[config.mk]
export PLATFORM = sky130hd
export DESIGN_NAME = qracc_actbuf_arbiter_flat
export DESIGN_NICKNAME = d
export VERILOG_FILES = /design/src/rtl/qracc_actbuf_arbiter_pkg.sv /design/src/rtl/qracc_actbuf_arbiter_if.sv /design/src/rtl/qracc_actbuf_arbiter_wb_fifo.sv /design/src/rtl/qracc_actbuf_arbiter.sv /design/src/flat_wrapper.sv
export SDC_FILE = /design/constraint.sdc
export NUM_CORES = 1
export LEC_CHECK = 0
export ABC_AREA = 1
export CAP_MARGIN = 20
export CORE_ASPECT_RATIO = 1.75
export CORE_UTILIZATION = 52
export CTS_CLUSTER_SIZE = 20
export DETAILED_ROUTE_END_ITERATION = 10
export GPL_ROUTABILITY_DRIVEN = 0
export HOLD_SLACK_MARGIN = 0.02
export PLACE_DENSITY_LB_ADDON = 0.05
export REMOVE_ABC_BUFFERS = 1
export SETUP_SLACK_MARGIN = 0.1
export SLEW_MARGIN = 10
export SYNTH_ARGS = -nofsm -noshare
export SYNTH_HDL_FRONTEND = slang
export SYNTH_SLANG_ARGS = --single-unit
[constraint.sdc]
create_clock -name clk -period 7.3 [get_ports clk]
set_clock_uncertainty 0.1 [all_clocks]
set_input_delay 1.46 -clock clk [delete_from_list [all_inputs] [get_ports clk]]
set_output_delay 1.46 -clock clk [all_outputs]
set_load 0.005 [all_outputs]
[src/rtl/qracc_actbuf_arbiter_pkg.sv]
// Shared types for the activation-buffer arbiter: requester identifiers
// and the round-robin helper functions.
package qracc_pkg;

  typedef enum logic [1:0] {
    ARB_EXT = 2'd0,
    ARB_IRD = 2'd1,
    ARB_WB  = 2'd2
  } arb_src_t;

  function automatic arb_src_t rr_next(input arb_src_t s);
    case (s)
      ARB_EXT: return ARB_IRD;
      ARB_IRD: return ARB_WB;
      default: return ARB_EXT;
    endcase
  endfunction

  // req bit order matches the enum encoding: [0]=EXT, [1]=IRD, [2]=WB
  function automatic arb_src_t rr_pick(input arb_src_t start, input logic [2:0] req);
    case (start)
      ARB_IRD: return req[1] ? ARB_IRD : (req[2] ? ARB_WB  : ARB_EXT);
      ARB_WB:  return req[2] ? ARB_WB  : (req[0] ? ARB_EXT : ARB_IRD);
      default: return req[0] ? ARB_EXT : (req[1] ? ARB_IRD : ARB_WB);
    endcase
  endfunction

endpackage

[src/rtl/qracc_actbuf_arbiter_if.sv]
// Requester and SRAM-side signals of the activation-buffer arbiter.
// The arbiter uses the slave view; requesters/SRAM model use the master view.
interface qracc_actbuf_arbiter_if #(
  parameter int AddrWidth = 32,
  parameter int DataWidth = 32
);
  logic                 ext_valid;
  logic                 ext_ready;
  logic                 ext_wen;
  logic [AddrWidth-1:0] ext_addr;
  logic [DataWidth-1:0] ext_wdata;
  logic                 ext_rd_valid;
  logic [DataWidth-1:0] ext_rd_data;

  logic                 ird_valid;
  logic                 ird_ready;
  logic [AddrWidth-1:0] ird_addr;
  logic                 ird_data_valid;
  logic [DataWidth-1:0] ird_data;

  logic                 wb_valid;
  logic                 wb_ready;
  logic [AddrWidth-1:0] wb_addr;
  logic [DataWidth-1:0] wb_data;

  logic                 sram_en;
  logic                 sram_wen;
  logic [AddrWidth-1:0] sram_addr;
  logic [DataWidth-1:0] sram_wdata;
  logic [DataWidth-1:0] sram_rdata;

  modport master (
    output ext_valid, ext_wen, ext_addr, ext_wdata,
    output ird_valid, ird_addr,
    output wb_valid, wb_addr, wb_data,
    output sram_rdata,
    input  ext_ready, ext_rd_valid, ext_rd_data,
    input  ird_ready, ird_data_valid, ird_data,
    input  wb_ready,
    input  sram_en, sram_wen, sram_addr, sram_wdata
  );

  modport slave (
    input  ext_valid, ext_wen, ext_addr, ext_wdata,
    input  ird_valid, ird_addr,
    input  wb_valid, wb_addr, wb_data,
    input  sram_rdata,
    output ext_ready, ext_rd_valid, ext_rd_data,
    output ird_ready, ird_data_valid, ird_data,
    output wb_ready,
    output sram_en, sram_wen, sram_addr, sram_wdata
  );
endinterface

[src/rtl/qracc_actbuf_arbiter_wb_fifo.sv]
// Writeback FIFO holding {addr, data} entries until the arbiter grants WB.
// Power-of-two depth so the pointers wrap naturally.
module qracc_wb_fifo #(
  parameter int Width = 64,
  parameter int Depth = 4
) (
  input  logic                     clk,
  input  logic                     nrst,
  input  logic                     clear,
  input  logic                     push,
  input  logic [Width-1:0]         din,
  input  logic                     pop,
  output logic [Width-1:0]         dout,
  output logic                     full,
  output logic                     empty,
  output logic [$clog2(Depth):0]   count
);
  localparam int PtrWidth = $clog2(Depth);
  localparam int CntWidth = PtrWidth + 1;

  logic [Width-1:0]    mem [Depth];
  logic [PtrWidth-1:0] wr_ptr;
  logic [PtrWidth-1:0] rd_ptr;
  logic                do_push;
  logic                do_pop;

  assign full    = (count == CntWidth'(Depth));
  assign empty   = (count == '0);
  assign do_push = push && !full && !clear;
  assign do_pop  = pop && !empty && !clear;
  assign dout    = mem[rd_ptr];

  always_ff @(posedge clk or negedge nrst) begin
    if (!nrst) begin
      wr_ptr <= '0;
      rd_ptr <= '0;
      count  <= '0;
    end else if (clear) begin
      wr_ptr <= '0;
      rd_ptr <= '0;
      count  <= '0;
    end else begin
      if (do_push) wr_ptr <= wr_ptr + PtrWidth'(1);
      if (do_pop)  rd_ptr <= rd_ptr + PtrWidth'(1);
      case ({do_push, do_pop})
        2'b10:   count <= count + CntWidth'(1);
        2'b01:   count <= count - CntWidth'(1);
        default: count <= count;
      endcase
    end
  end

  // Storage needs no reset; occupancy alone decides what is valid.
  always_ff @(posedge clk) begin
    if (do_push) mem[wr_ptr] <= din;
  end

endmodule

[src/rtl/qracc_actbuf_arbiter.sv]
// Single-port activation buffer arbiter: ext bus, ifmap reads and buffered
// ofmap writeback share the SRAM round-robin, with WB forced when nearly full.
module qracc_actbuf_arbiter
  import qracc_pkg::*;
#(
  parameter int AddrWidth = 32,
  parameter int DataWidth = 32,
  parameter int WbDepth   = 4
) (
  input  logic                    clk,
  input  logic                    nrst,
  input  logic                    clear,
  qracc_actbuf_arbiter_if.slave   bus,
  output logic [$clog2(WbDepth):0] wb_count
);
  localparam int CntWidth = $clog2(WbDepth) + 1;
  localparam logic [CntWidth-1:0] UrgentLevel = CntWidth'(WbDepth - 1);

  logic [AddrWidth+DataWidth-1:0] fifo_dout;
  logic       fifo_full;
  logic       fifo_empty;
  logic       push;
  logic [2:0] req;
  logic       urgent;
  logic       gnt;
  logic       grant_ext;
  logic       grant_ird;
  logic       grant_wb;
  logic       tag_valid_q;
  logic       tag_valid_d;
  arb_src_t   tag_src_q;
  arb_src_t   rr_q;
  arb_src_t   rr_d;
  arb_src_t   win;

  assign req         = {!fifo_empty, bus.ird_valid, bus.ext_valid};
  assign urgent      = (wb_count >= UrgentLevel);
  assign bus.wb_ready = nrst && !fifo_full;
  assign push        = bus.wb_valid && bus.wb_ready && !clear;

  qracc_wb_fifo #(
    .Width (AddrWidth + DataWidth),
    .Depth (WbDepth)
  ) u_wb_fifo (
    .clk   (clk),
    .nrst  (nrst),
    .clear (clear),
    .push  (push),
    .din   ({bus.wb_addr, bus.wb_data}),
    .pop   (grant_wb),
    .dout  (fifo_dout),
    .full  (fifo_full),
    .empty (fifo_empty),
    .count (wb_count)
  );

  // Urgent WB service bypasses round-robin and leaves the pointer alone.
  always_comb begin
    win         = urgent ? ARB_WB : rr_pick(rr_q, req);
    gnt         = nrst && !clear && (urgent || (|req));
    grant_ext   = gnt && (win == ARB_EXT);
    grant_ird   = gnt && (win == ARB_IRD);
    grant_wb    = gnt && (win == ARB_WB);
    tag_valid_d = grant_ird || (grant_ext && !bus.ext_wen);
    rr_d        = rr_q;
    if (clear) begin
      rr_d = ARB_EXT;
    end else if (gnt && !urgent) begin
      rr_d = rr_next(win);
    end
  end

  always_ff @(posedge clk or negedge nrst) begin
    if (!nrst) begin
      rr_q        <= ARB_EXT;
      tag_valid_q <= 1'b0;
      tag_src_q   <= ARB_EXT;
    end else begin
      rr_q        <= rr_d;
      tag_valid_q <= tag_valid_d;
      tag_src_q   <= win;
    end
  end

  always_comb begin
    bus.sram_en    = gnt;
    bus.sram_wen   = 1'b0;
    bus.sram_addr  = '0;
    bus.sram_wdata = '0;
    if (grant_ext) begin
      bus.sram_wen   = bus.ext_wen;
      bus.sram_addr  = bus.ext_addr;
      bus.sram_wdata = bus.ext_wdata;
    end else if (grant_ird) begin
      bus.sram_addr  = bus.ird_addr;
    end else if (grant_wb) begin
      bus.sram_wen   = 1'b1;
      bus.sram_addr  = fifo_dout[AddrWidth+DataWidth-1:DataWidth];
      bus.sram_wdata = fifo_dout[DataWidth-1:0];
    end
  end

  // A clear in the return cycle suppresses the pending read response.
  assign bus.ext_ready      = grant_ext;
  assign bus.ird_ready      = grant_ird;
  assign bus.ext_rd_valid   = tag_valid_q && (tag_src_q == ARB_EXT) && !clear;
  assign bus.ird_data_valid = tag_valid_q && (tag_src_q == ARB_IRD) && !clear;
  assign bus.ext_rd_data    = bus.sram_rdata;
  assign bus.ird_data       = bus.sram_rdata;

endmodule

[src/flat_wrapper.sv]
// flat-port wrapper written by rule: the top's interface ports become plain ports
module qracc_actbuf_arbiter_flat import qracc_pkg::*;
#(
  parameter int AddrWidth = 32,
  parameter int DataWidth = 32,
  parameter int WbDepth   = 4
)
  (clk, nrst, clear, wb_count, bus_ext_valid, bus_ext_wen, bus_ext_addr, bus_ext_wdata, bus_ird_valid, bus_ird_addr, bus_wb_valid, bus_wb_addr, bus_wb_data, bus_sram_rdata, bus_ext_ready, bus_ext_rd_valid, bus_ext_rd_data, bus_ird_ready, bus_ird_data_valid, bus_ird_data, bus_wb_ready, bus_sram_en, bus_sram_wen, bus_sram_addr, bus_sram_wdata);
  qracc_actbuf_arbiter_if #(.AddrWidth(AddrWidth), .DataWidth(DataWidth)) bus_i ();
  input  logic clk;
  input  logic nrst;
  input  logic clear;
  output logic [$clog2(WbDepth):0] wb_count;
  input wire logic [$bits(bus_i.ext_valid)-1:0] bus_ext_valid;
  input wire logic [$bits(bus_i.ext_wen)-1:0] bus_ext_wen;
  input wire logic [$bits(bus_i.ext_addr)-1:0] bus_ext_addr;
  input wire logic [$bits(bus_i.ext_wdata)-1:0] bus_ext_wdata;
  input wire logic [$bits(bus_i.ird_valid)-1:0] bus_ird_valid;
  input wire logic [$bits(bus_i.ird_addr)-1:0] bus_ird_addr;
  input wire logic [$bits(bus_i.wb_valid)-1:0] bus_wb_valid;
  input wire logic [$bits(bus_i.wb_addr)-1:0] bus_wb_addr;
  input wire logic [$bits(bus_i.wb_data)-1:0] bus_wb_data;
  input wire logic [$bits(bus_i.sram_rdata)-1:0] bus_sram_rdata;
  output wire logic [$bits(bus_i.ext_ready)-1:0] bus_ext_ready;
  output wire logic [$bits(bus_i.ext_rd_valid)-1:0] bus_ext_rd_valid;
  output wire logic [$bits(bus_i.ext_rd_data)-1:0] bus_ext_rd_data;
  output wire logic [$bits(bus_i.ird_ready)-1:0] bus_ird_ready;
  output wire logic [$bits(bus_i.ird_data_valid)-1:0] bus_ird_data_valid;
  output wire logic [$bits(bus_i.ird_data)-1:0] bus_ird_data;
  output wire logic [$bits(bus_i.wb_ready)-1:0] bus_wb_ready;
  output wire logic [$bits(bus_i.sram_en)-1:0] bus_sram_en;
  output wire logic [$bits(bus_i.sram_wen)-1:0] bus_sram_wen;
  output wire logic [$bits(bus_i.sram_addr)-1:0] bus_sram_addr;
  output wire logic [$bits(bus_i.sram_wdata)-1:0] bus_sram_wdata;
  assign bus_i.ext_valid = bus_ext_valid;
  assign bus_i.ext_wen = bus_ext_wen;
  assign bus_i.ext_addr = bus_ext_addr;
  assign bus_i.ext_wdata = bus_ext_wdata;
  assign bus_i.ird_valid = bus_ird_valid;
  assign bus_i.ird_addr = bus_ird_addr;
  assign bus_i.wb_valid = bus_wb_valid;
  assign bus_i.wb_addr = bus_wb_addr;
  assign bus_i.wb_data = bus_wb_data;
  assign bus_i.sram_rdata = bus_sram_rdata;
  assign bus_ext_ready = bus_i.ext_ready;
  assign bus_ext_rd_valid = bus_i.ext_rd_valid;
  assign bus_ext_rd_data = bus_i.ext_rd_data;
  assign bus_ird_ready = bus_i.ird_ready;
  assign bus_ird_data_valid = bus_i.ird_data_valid;
  assign bus_ird_data = bus_i.ird_data;
  assign bus_wb_ready = bus_i.wb_ready;
  assign bus_sram_en = bus_i.sram_en;
  assign bus_sram_wen = bus_i.sram_wen;
  assign bus_sram_addr = bus_i.sram_addr;
  assign bus_sram_wdata = bus_i.sram_wdata;
  qracc_actbuf_arbiter #(.AddrWidth(AddrWidth), .DataWidth(DataWidth), .WbDepth(WbDepth)) u_core (.clk(clk), .nrst(nrst), .clear(clear), .bus(bus_i), .wb_count(wb_count));
endmodule
### After elaboration in Yosys (flattened, before gate mapping)

Memory sizes are Yosys's and may differ from the RTL's.
Index checks and enable logic that the tools add are counted.

| storage, ports and cells | value |
|---|---|
| register bits after elaboration | 12 |
| memory bits (writable) | 256 |
| bits of input ports | 199 |
| output and inout port bits | 138 |
| word-level logic and storage cells | 81 |
| memories kept | 1 |

Memory list:

| name | words | width | rd ports | clocked after memory_dff | wr ports | RTL line | source |
|---|---|---|---|---|---|---|---|
| u_core.u_wb_fifo.mem | 4 | 64 | 1 | 0 | 1 | qracc_actbuf_arbiter_wb_fifo.sv:21 | `logic [Width-1:0] mem [Depth];` |

| cells by class | value |
|---|---|
| add/subtract/negate cells | 4 |
| order comparisons | 1 |
| eq/ne operators | 8 |
| mux-type cells | 28 |
| reductions and logical operators | 33 |

Operators with widths:

| kind | number |
|---|---|
| $mux W32 | 6 |
| $mux W2 | 12 |
| $logic_and A1 B1 Y1 | 18 |
| $eq A2 B1 Y1 const B | 4 |
| $pmux W2 S2 | 2 |
| $eq A2 B2 Y1 const B | 3 |
| $mux W1 | 6 |
| $pmux W3 S2 | 1 |
| $reduce_bool A2 Y1 | 3 |
| $logic_not A1 Y1 | 5 |
| $add A2 B1 Y2 const B | 2 |
| $logic_not A2 Y1 | 2 |
| $add A3 B1 Y3 const B | 1 |
| $eq A3 B3 Y1 const B | 1 |
| $ge A3 B2 Y1 const B | 1 |
| $logic_not A3 Y1 | 1 |
| $mux W3 | 1 |
| $reduce_bool A3 Y1 | 1 |
| $reduce_or A3 Y1 | 1 |
| $sub A3 B1 Y3 const B | 1 |
| $logic_or A1 B1 Y1 | 2 |

### Logic depth before layout (Yosys ltp)

Gate-level depths: netlist (run 1).

| logic depth | value |
|---|---|
| depth in word-level cells | 12 |
| gate-level depth with buffers | 16 |
| mapped depth without buffers | 16 |

### Hierarchy

From an unflattened synthesis (run 1), not the netlist that was laid out.

| unflattened totals | value |
|---|---|
| cell total of the unflattened synthesis | 1067 |
| area, all modules | 12135.4 sq um |

By module, submodules not included:

| module | instances | cells an instance | area an instance (sq um) | sequential area each (sq um) |
|---|---|---|---|---|
| qracc_wb_fifo | 1 | 685 | 9964.6 | 7862.5 |
| qracc_actbuf_arbiter | 1 | 382 | 2170.8 | 125.1 |

### Least setup slack after synthesis (run 1)

Ideal clock, no wire load.

| timing | value |
|---|---|
| path type | input to register |
| from | in nrst |
| to | mem u_core.u_wb_fifo.mem[0][0] (enable) |
| setup time | 0.487 ns |
| arrival time | 4.543 ns |
| data required time | 6.713 ns |
| path slack | 2.170 ns |
| cell stages on the path | 4 |
| path buffers | 0 |
| cell sequence | inv_1 > nor2_1 > nand3_1 > nor2_1 |

| on the way | value |
|---|---|
| longest elaborated chain between the ends | 7 |

RTL lines:

| item | RTL line | source |
|---|---|---|
| from (decl) | flat_wrapper.sv:11 | `input logic nrst;` |
| $logic_and A1 B1 Y1 | qracc_actbuf_arbiter.sv:38 | `assign bus.wb_ready = nrst && !fifo_full;` |
| $logic_and A1 B1 Y1 (2 in a row) | qracc_actbuf_arbiter.sv:39 | `assign push = bus.wb_valid && bus.wb_ready && !clear;` |
| $logic_and A1 B1 Y1 (2 in a row) | qracc_actbuf_arbiter_wb_fifo.sv:29 | `assign do_push = push && !full && !clear;` |
| $mux W1 | qracc_actbuf_arbiter_wb_fifo.sv:55 | `if (do_push) mem[wr_ptr] <= din;` |
| $mux W1 (implied by the code) | qracc_actbuf_arbiter_wb_fifo.sv:55 |  |
| to (decl) | qracc_actbuf_arbiter_wb_fifo.sv:21 |  |

Every way passes these cells.

### Worst setup path in the final report (run 1)

| timing | value |
|---|---|
| from | in nrst |
| to | out bus_sram_addr[25] |

| on the way | value |
|---|---|
| longest elaborated chain between the ends | 6 |
| elaborated cells on any way between the ends | 8 |
| classes of those cells | mux (3); reduce/logical (5) |

RTL lines:

| item | RTL line | source |
|---|---|---|
| $logic_and A1 B1 Y1 (*) (2 in a row) | qracc_actbuf_arbiter.sv:60 | `gnt = nrst && !clear && (urgent \|\| (\|req));` |
| $logic_and A1 B1 Y1 | qracc_actbuf_arbiter.sv:63 | `grant_wb = gnt && (win == ARB_WB);` |
| $mux W32 | qracc_actbuf_arbiter.sv:96 | `end else if (grant_wb) begin` |
| $mux W32 | qracc_actbuf_arbiter.sv:94 | `end else if (grant_ird) begin` |
| $mux W32 (*) | qracc_actbuf_arbiter.sv:90 | `if (grant_ext) begin` |
| to (decl) | flat_wrapper.sv:33 | `output wire logic [$bits(bus_i.sram_addr)-1:0] bus_sram_addr;` |

Every way passes the cells marked *; elsewhere a longest branch is shown, timed or not.

==> metrics.txt, run 1 <==
status=finished clean; YS warnings=0; Die W=116 um; largest net degree at the start of global routing=99; final instance area=14900 um^2; final period demand of the worst path=5.93 ns; fmax=169 MHz; root buffer cell=clkbuf_16; Total Routing Usage GR=24.6%; Post-synth EDFFs=256; top routing layer in use=met5; min-delay worst type=register to register; post-synthesis async set-or-reset flop share=4.48%; post-route clock period utilization=81.2%; Compound-Gate Fraction of Synth Area=8.65%; Max rail drop VDD=0.207 mV; DIE AREA=23600 um^2; Rel. slew slack=36.6%; WL met3=3.12 mm; Cell Area, Synth=11900 um^2; max incr delay on CP=0.56 ns; XOR/XNOR Fraction of Synth Area=0.0735%; Seq pwr share=51.6%; leakage=5.49 nW; total grt overflow=0; cells after synthesis=1101; pwr dens=225 nW/um^2; Critical Path Fanout Max=37; critical path cell sequence=clkdlybuf4s50_1 -> buf_4 -> inv_1 -> nor2_1 -> nand2_2 -> inv_4 -> nand3_4 -> inv_2 -> o21ai_0 -> nand3_1 -> clkdlybuf4s50_1; Util after Layout=65.9%; I/O pins=337; Hold Violations, Final=0; Core Area=22600 um^2; Total Routed Length=28.6 mm; DP HPWL=18.2 mm; synth top area cells=edfxtp_1 64%, nand2_1 11%, buf_4 4.2%; clk buf depth=3; NumNets Final=1464; Arr. time, crit path=4.37 ns; most frequent cell after synthesis=nand2_1; unrepaired setup endpoints after global routing=no; DR DRC count=0; Die Y=202 um; max-slew violations=0; ant diodes=0; first-pass iteration count of the detailed router=4; Setup crit end kind=output port; worst skew pair latency=0.51 ns; post-route insts no fill=1575; Post-DP Area=14100 um^2; number of synthesized register bits=268; Post-synth top cells=336 x nand2_1, 256 x edfxtp_1, 98 x a21oi_1, 83 x o21ai_0, 68 x nand3_1; DR vias/cell=5.23; Clock Sinks=268; Filler Cell Count=1782; type of the worst setup path=input port to output port; initial antenna violation count=2; initial detailed-routing violation count=419; Detail Route Antenna Nets=0; CP max-delay cell=inv_2; CP required=5.74 ns; post-route setup slack=1.37 ns; Internal=2.64 mW; hold buffers post-CTS=0; Cells after DPL=1531; crit-path most repeated cell=clkdlybuf4s50_1; Setup TNS=0 ns; mux cell area share after synthesis=0%; share of layout cells above drive strength 1=5.33%; final setup fails=0; initial core utilization=52.8%; sequential fraction of the synthesis area=67.0%; number of global-route vias before repair=7897; area fraction of the dominant cell type after synthesis=64.5%; Wirelength per Cell=18.2 um; average cell area after synthesis=10.8 um^2; Yosys cell types=30; met2 WL post-DR=13.8 mm; Place WS=1.32 ns; routed length on met1=11.3 mm; clock tree from TritonCTS=done; Clock power frac=37.0%; postcts setup bufs=0; sw frac=21.1%; adder-cell share of the synthesized area=0.798%; Post-CTS Resized=0; Worst-Margin Slew=0.951 ns; TritonCTS buffer count=24; Pwr Total=3.35 mW; Max-Cap Viols=0; Comb pwr share=11.4%; Yosys top cell by area=edfxtp_1; PortBufs=240; first-pass GRT wire length=43.0 mm; # rows=73; main combinational cell family by area after synthesis=simple AND/OR/NAND/NOR gates; CTS clk-pin slew, worst paths=0.06 ns; Area Overhead vs Synth=24.7%; Synth Flop Type=edfxtp_1; Hold WS=0.500 ns; CTS H-tree lvls=1; Worst setup SP type=input port; vias post-DR=8234; Sw Pwr=705 uW; Post-Synth Simple-Gate Area=15.1%
flip-flops by register name (all words and copies together), names as in the netlist:
name / flops
u_core.u_wb_fifo.count: 3
u_core.u_wb_fifo.wr_ptr: 2
u_core.tag_src_q: 2
u_core.rr_q: 2
u_core.tag_valid_q: 1
u_core.u_wb_fifo.mem: 256
u_core.u_wb_fifo.rd_ptr: 2
power groups by stage:
| stage | clock network [mW] | logic (mW) | registers (mW) |
|---|---|---|---|
| CTS | 1.26 | 0.383 | 1.73 |
| global placement | 0 | 0.375 | 1.76 |
| finish | 1.24 | 0.380 | 1.73 |
| global route | 1.31 | 0.420 | 1.73 |
| detailed placement | 0 | 0.381 | 1.76 |
| floorplan | 0 | 0.141 | 1.76 |
path summary, 6_finish.rpt:
path | from | endpoint | slack [ns] | cells after the start
setup / recovery | nrst | bus_sram_addr[25] | 1.37 | 11
hold / removal | u_core.rr_q[1] | u_core.rr_q[1] | 0.50 | 2
setup reg to reg | u_core.u_wb_fifo.count[0] | u_core.u_wb_fifo.mem[0][20] | 4.39 | 5
hold reg to reg | u_core.rr_q[1] | u_core.rr_q[1] | 0.50 | 2
max in group asynchronous | nrst | u_core.u_wb_fifo.rd_ptr[0] | 5.76 | 2
min in group asynchronous | nrst | u_core.u_wb_fifo.count[2] | 1.16 | 2
routing by layer:
metal  track usage [%]  up-vias
li1                  -     4013
met1              30.6     3851
met2              39.9      334
met3              9.45       28
met4              5.77        8
met5              2.44        -
critical path: cells and delay by family:
family          cells  cell delay (ns)
buf+inv             6             1.90
simple gates        4             0.76
compound gates      1             0.22
cells by family (layout without fill, tap and decap cells):
| kind of cell | after synthesis | after routing |
|---|---|---|
| AND/OR/NAND/NOR | 438 | 438 |
| AO/OA/AOI/OAI | 205 | 205 |
| flip-flops | 268 | 268 |
| XOR/XNOR | 1 | 1 |
| buffers and inverters | 182 | 356 |
| adder cells (fa/ha/maj) | 7 | 7 |
placed cells by master, fill, tap and decap left out, drive strengths merged, types with 6 or more instances in the layout:
cell type / n
edfxtp: 256
nand3: 71
clkinv: 14
a21oi: 99
dfrtp: 12
o21ai: 105
nand2: 341
buf: 13
clkdlybuf4s50: 240
ha: 6
nor2: 21
inv: 58
clkbuf: 27
final cells by class:
class / count / area, um^2 / area share, %
Clock inverter: 16 / 148 / 0.993
Tap cell: 300 / 375 / 2.53
Clock buffer: 27 / 633 / 4.26
Timing Repair Buffer: 253 / 2520 / 17.0
Inverter: 60 / 230 / 1.55
Multi-Input combinational cell: 651 / 2960 / 19.9
Sequential cell: 268 / 7990 / 53.8
No activity file was read; power rests on OpenSTA's default activity.
==> run 2, diff against run 1 <==
--- a/config.mk
+++ b/config.mk
@@ -8,7 +8,7 @@
 export ABC_AREA = 1
 export CAP_MARGIN = 20
 export CORE_ASPECT_RATIO = 1.75
-export CORE_UTILIZATION = 52
+export CORE_UTILIZATION = 48
 export CTS_CLUSTER_SIZE = 20
 export DETAILED_ROUTE_END_ITERATION = 10
 export GPL_ROUTABILITY_DRIVEN = 0
==> constraint.sdc (replaced) <==
create_clock -name clk -period 6.2 [get_ports clk]
set_clock_uncertainty 0.1 [all_clocks]
set_input_delay 1.24 -clock clk [delete_from_list [all_inputs] [get_ports clk]]
set_output_delay 1.24 -clock clk [all_outputs]
set_load 0.005 [all_outputs]
==> run 2 against run 1 <==
  * Clock power is 19% higher
  * Design area is essentially flat
  * Register-to-register slack worse by 1.0 ns
  * First-iteration DRC count shrank 8.8%
  * Flip-flop and latch count did not move
  * Highest routed layer is now met4
==> metrics.txt, run 2 (synthesis results as in run 1) <==
Worst-Margin Slew=1.04 ns; first-pass iteration count of the detailed router=5; NumNets Final=1465; fmax=200 MHz; PortBufs=240; CP max-delay cell=clkdlybuf4s50_1; Clock power frac=37.2%; number of global-route vias before repair=8013; Internal=3.11 mW; Clock Sinks=268; Max-Cap Viols=0; Place WS=1.16 ns; Post-CTS Resized=0; critical path cell sequence=clkdlybuf4s50_1 -> buf_4 -> inv_1 -> nor2_1 -> nand2_2 -> inv_4 -> nand2_2 -> nor2_4 -> buf_4 -> nand2_1 -> o21ai_0 -> clkdlybuf4s50_1; Detail Route Antenna Nets=0; Worst setup SP type=input port; CTS clk-pin slew, worst paths=0.06 ns; Comb pwr share=11.3%; Critical Path Fanout Max=25; DR vias/cell=5.19; vias post-DR=8230; DR DRC count=0; I/O pins=337; Sw Pwr=837 uW; sw frac=21.2%; Max rail drop VDD=0.237 mV; initial core utilization=48.6%; max-slew violations=0; clock tree from TritonCTS=done; Area Overhead vs Synth=24.8%; WP buf/inv=6; status=finished clean; TritonCTS buffer count=24; final setup fails=0; Setup crit end kind=output port; Total Routing Usage GR=22.9%; Seq pwr share=51.4%; # rows=76; Rel. slew slack=30.6%; max reg flops=256; Die Y=210 um; hold_sp=u_core.rr_q[0]; largest net degree at the start of global routing=106; R2R Setup Slk=3.38 ns; FF-to-FF End=u_core.u_wb_fifo.count[2]; Die W=121 um; commonest cells after routing, fill and taps aside=336 x nand2_1, 256 x edfxtp_1, 240 x clkdlybuf4s50_1; leakage=5.48 nW; CTS H-tree lvls=1; worst skew pair latency=0.51 ns; min-delay worst type=register to register; initial detailed-routing violation count=382; post-route setup slack=1.20 ns; Util after Layout=60.6%; post-route clock period utilization=80.7%; share of layout cells above drive strength 1=5.49%; initial antenna violation count=0; final instance area=14900 um^2; Total Routed Length=28.8 mm; root buffer cell=clkbuf_16; DP HPWL=17.6 mm; Hold WS=0.476 ns; postcts setup bufs=0; Wirelength per Cell=18.2 um; hold buffers post-CTS=0; Worst Hold Path EP=u_core.rr_q[0]; worst r2r path cells=16; max incr delay on CP=0.57 ns; DIE AREA=25500 um^2; ant diodes=0; Top reg by flops=u_core.u_wb_fifo.mem; unrepaired setup endpoints after global routing=no; Crit path max-delay family=buffers and inverters; Largest regs=u_core.u_wb_fifo.mem x256, u_core.u_wb_fifo.count x3; Hold Violations, Final=0; commonest non-fill, non-tap cell in the layout=nand2_1; Cells on Worst Hold Path=2; Post-DP Area=14100 um^2; Arr. time, crit path=3.66 ns; worst r2r src=u_core.rr_q[0]; final period demand of the worst path=5.00 ns; Filler Cell Count=2015; pwr dens=266 nW/um^2; total grt overflow=0; Core Area=24500 um^2; type of the worst setup path=input port to output port; first-pass GRT wire length=43.8 mm; CP required=4.86 ns; clk buf depth=3; Setup TNS=0 ns
==> run 2: cell count changes in the layout (fill, tap and decap cells not counted) <==
cell,before,now
buf_12,2,1
buf_4,11,13
clkbuf_1,2,5
clkinv_1,8,3
clkinv_2,6,5
clkinvlp_4,1,3
==> run 2: per-layer routing <==
metal | GRT usage, % | vias to the layer above | part of all wire [%]
li1 | - | 4012 | -
met1 | 29.1 | 3889 | 42
met2 | 37.4 | 314 | 48
met3 | 7.79 | 15 | 9.3
met4 | 5.41 | 0 | 1.2
met5 | 1.81 | - | 0
==> run 2: worst min-delay path: cells and delay by family (launching register included) <==
family	cells	cell delay [ns]
buffers and inverters	1	0.07
AOI/OAI and AO/OA	1	0.09
DFF	1	0.38
==> run 2: cell type report <==
class / instances / area (um^2) / share of cell area (%)
clock buffers: 30 / 644 / 4.33
multi-input cells: 651 / 2960 / 19.9
inverters: 60 / 230 / 1.55
clock inverters: 12 / 139 / 0.934
repair buffers: 254 / 2520 / 16.9
flip-flops and latches: 268 / 7990 / 53.7
well taps: 312 / 390 / 2.62
==> run 2: power groups by stage <==
stage | sequential (mW) | combinational, mW | clock, mW
floorplan | 2.08 | 0.166 | 0
global placement | 2.07 | 0.446 | 0
detailed placement | 2.07 | 0.450 | 0
CTS | 2.03 | 0.453 | 1.50
global route | 2.03 | 0.494 | 1.57
finish | 2.03 | 0.447 | 1.47
==> run 2: metrics by stage <==
stage / cells / power (mW)
2_1_floorplan: 979 / 2.24
3_3_place_gp: 1545 / 2.52
3_5_place_dp: 1545 / 2.52
4_1_cts: 1587 / 3.99
5_1_grt: 1587 / 4.10
6_report: 1587 / 3.95
==> run 2: worst max-delay path by stage <==
stage / cells after the start / slack (ns) / start / endpoint
after floorplan: 5 / 0.35 / u_core.u_wb_fifo.rd_ptr[0] / bus_sram_addr[28]
after global placement: 10 / 1.17 / nrst / bus_sram_wdata[3]
after detailed placement: 11 / 1.16 / nrst / bus_sram_addr[20]
after CTS: 11 / 1.16 / nrst / bus_sram_addr[20]
after global routing: 12 / 0.98 / nrst / bus_sram_wdata[0]
final: 12 / 1.20 / nrst / bus_sram_wdata[0]
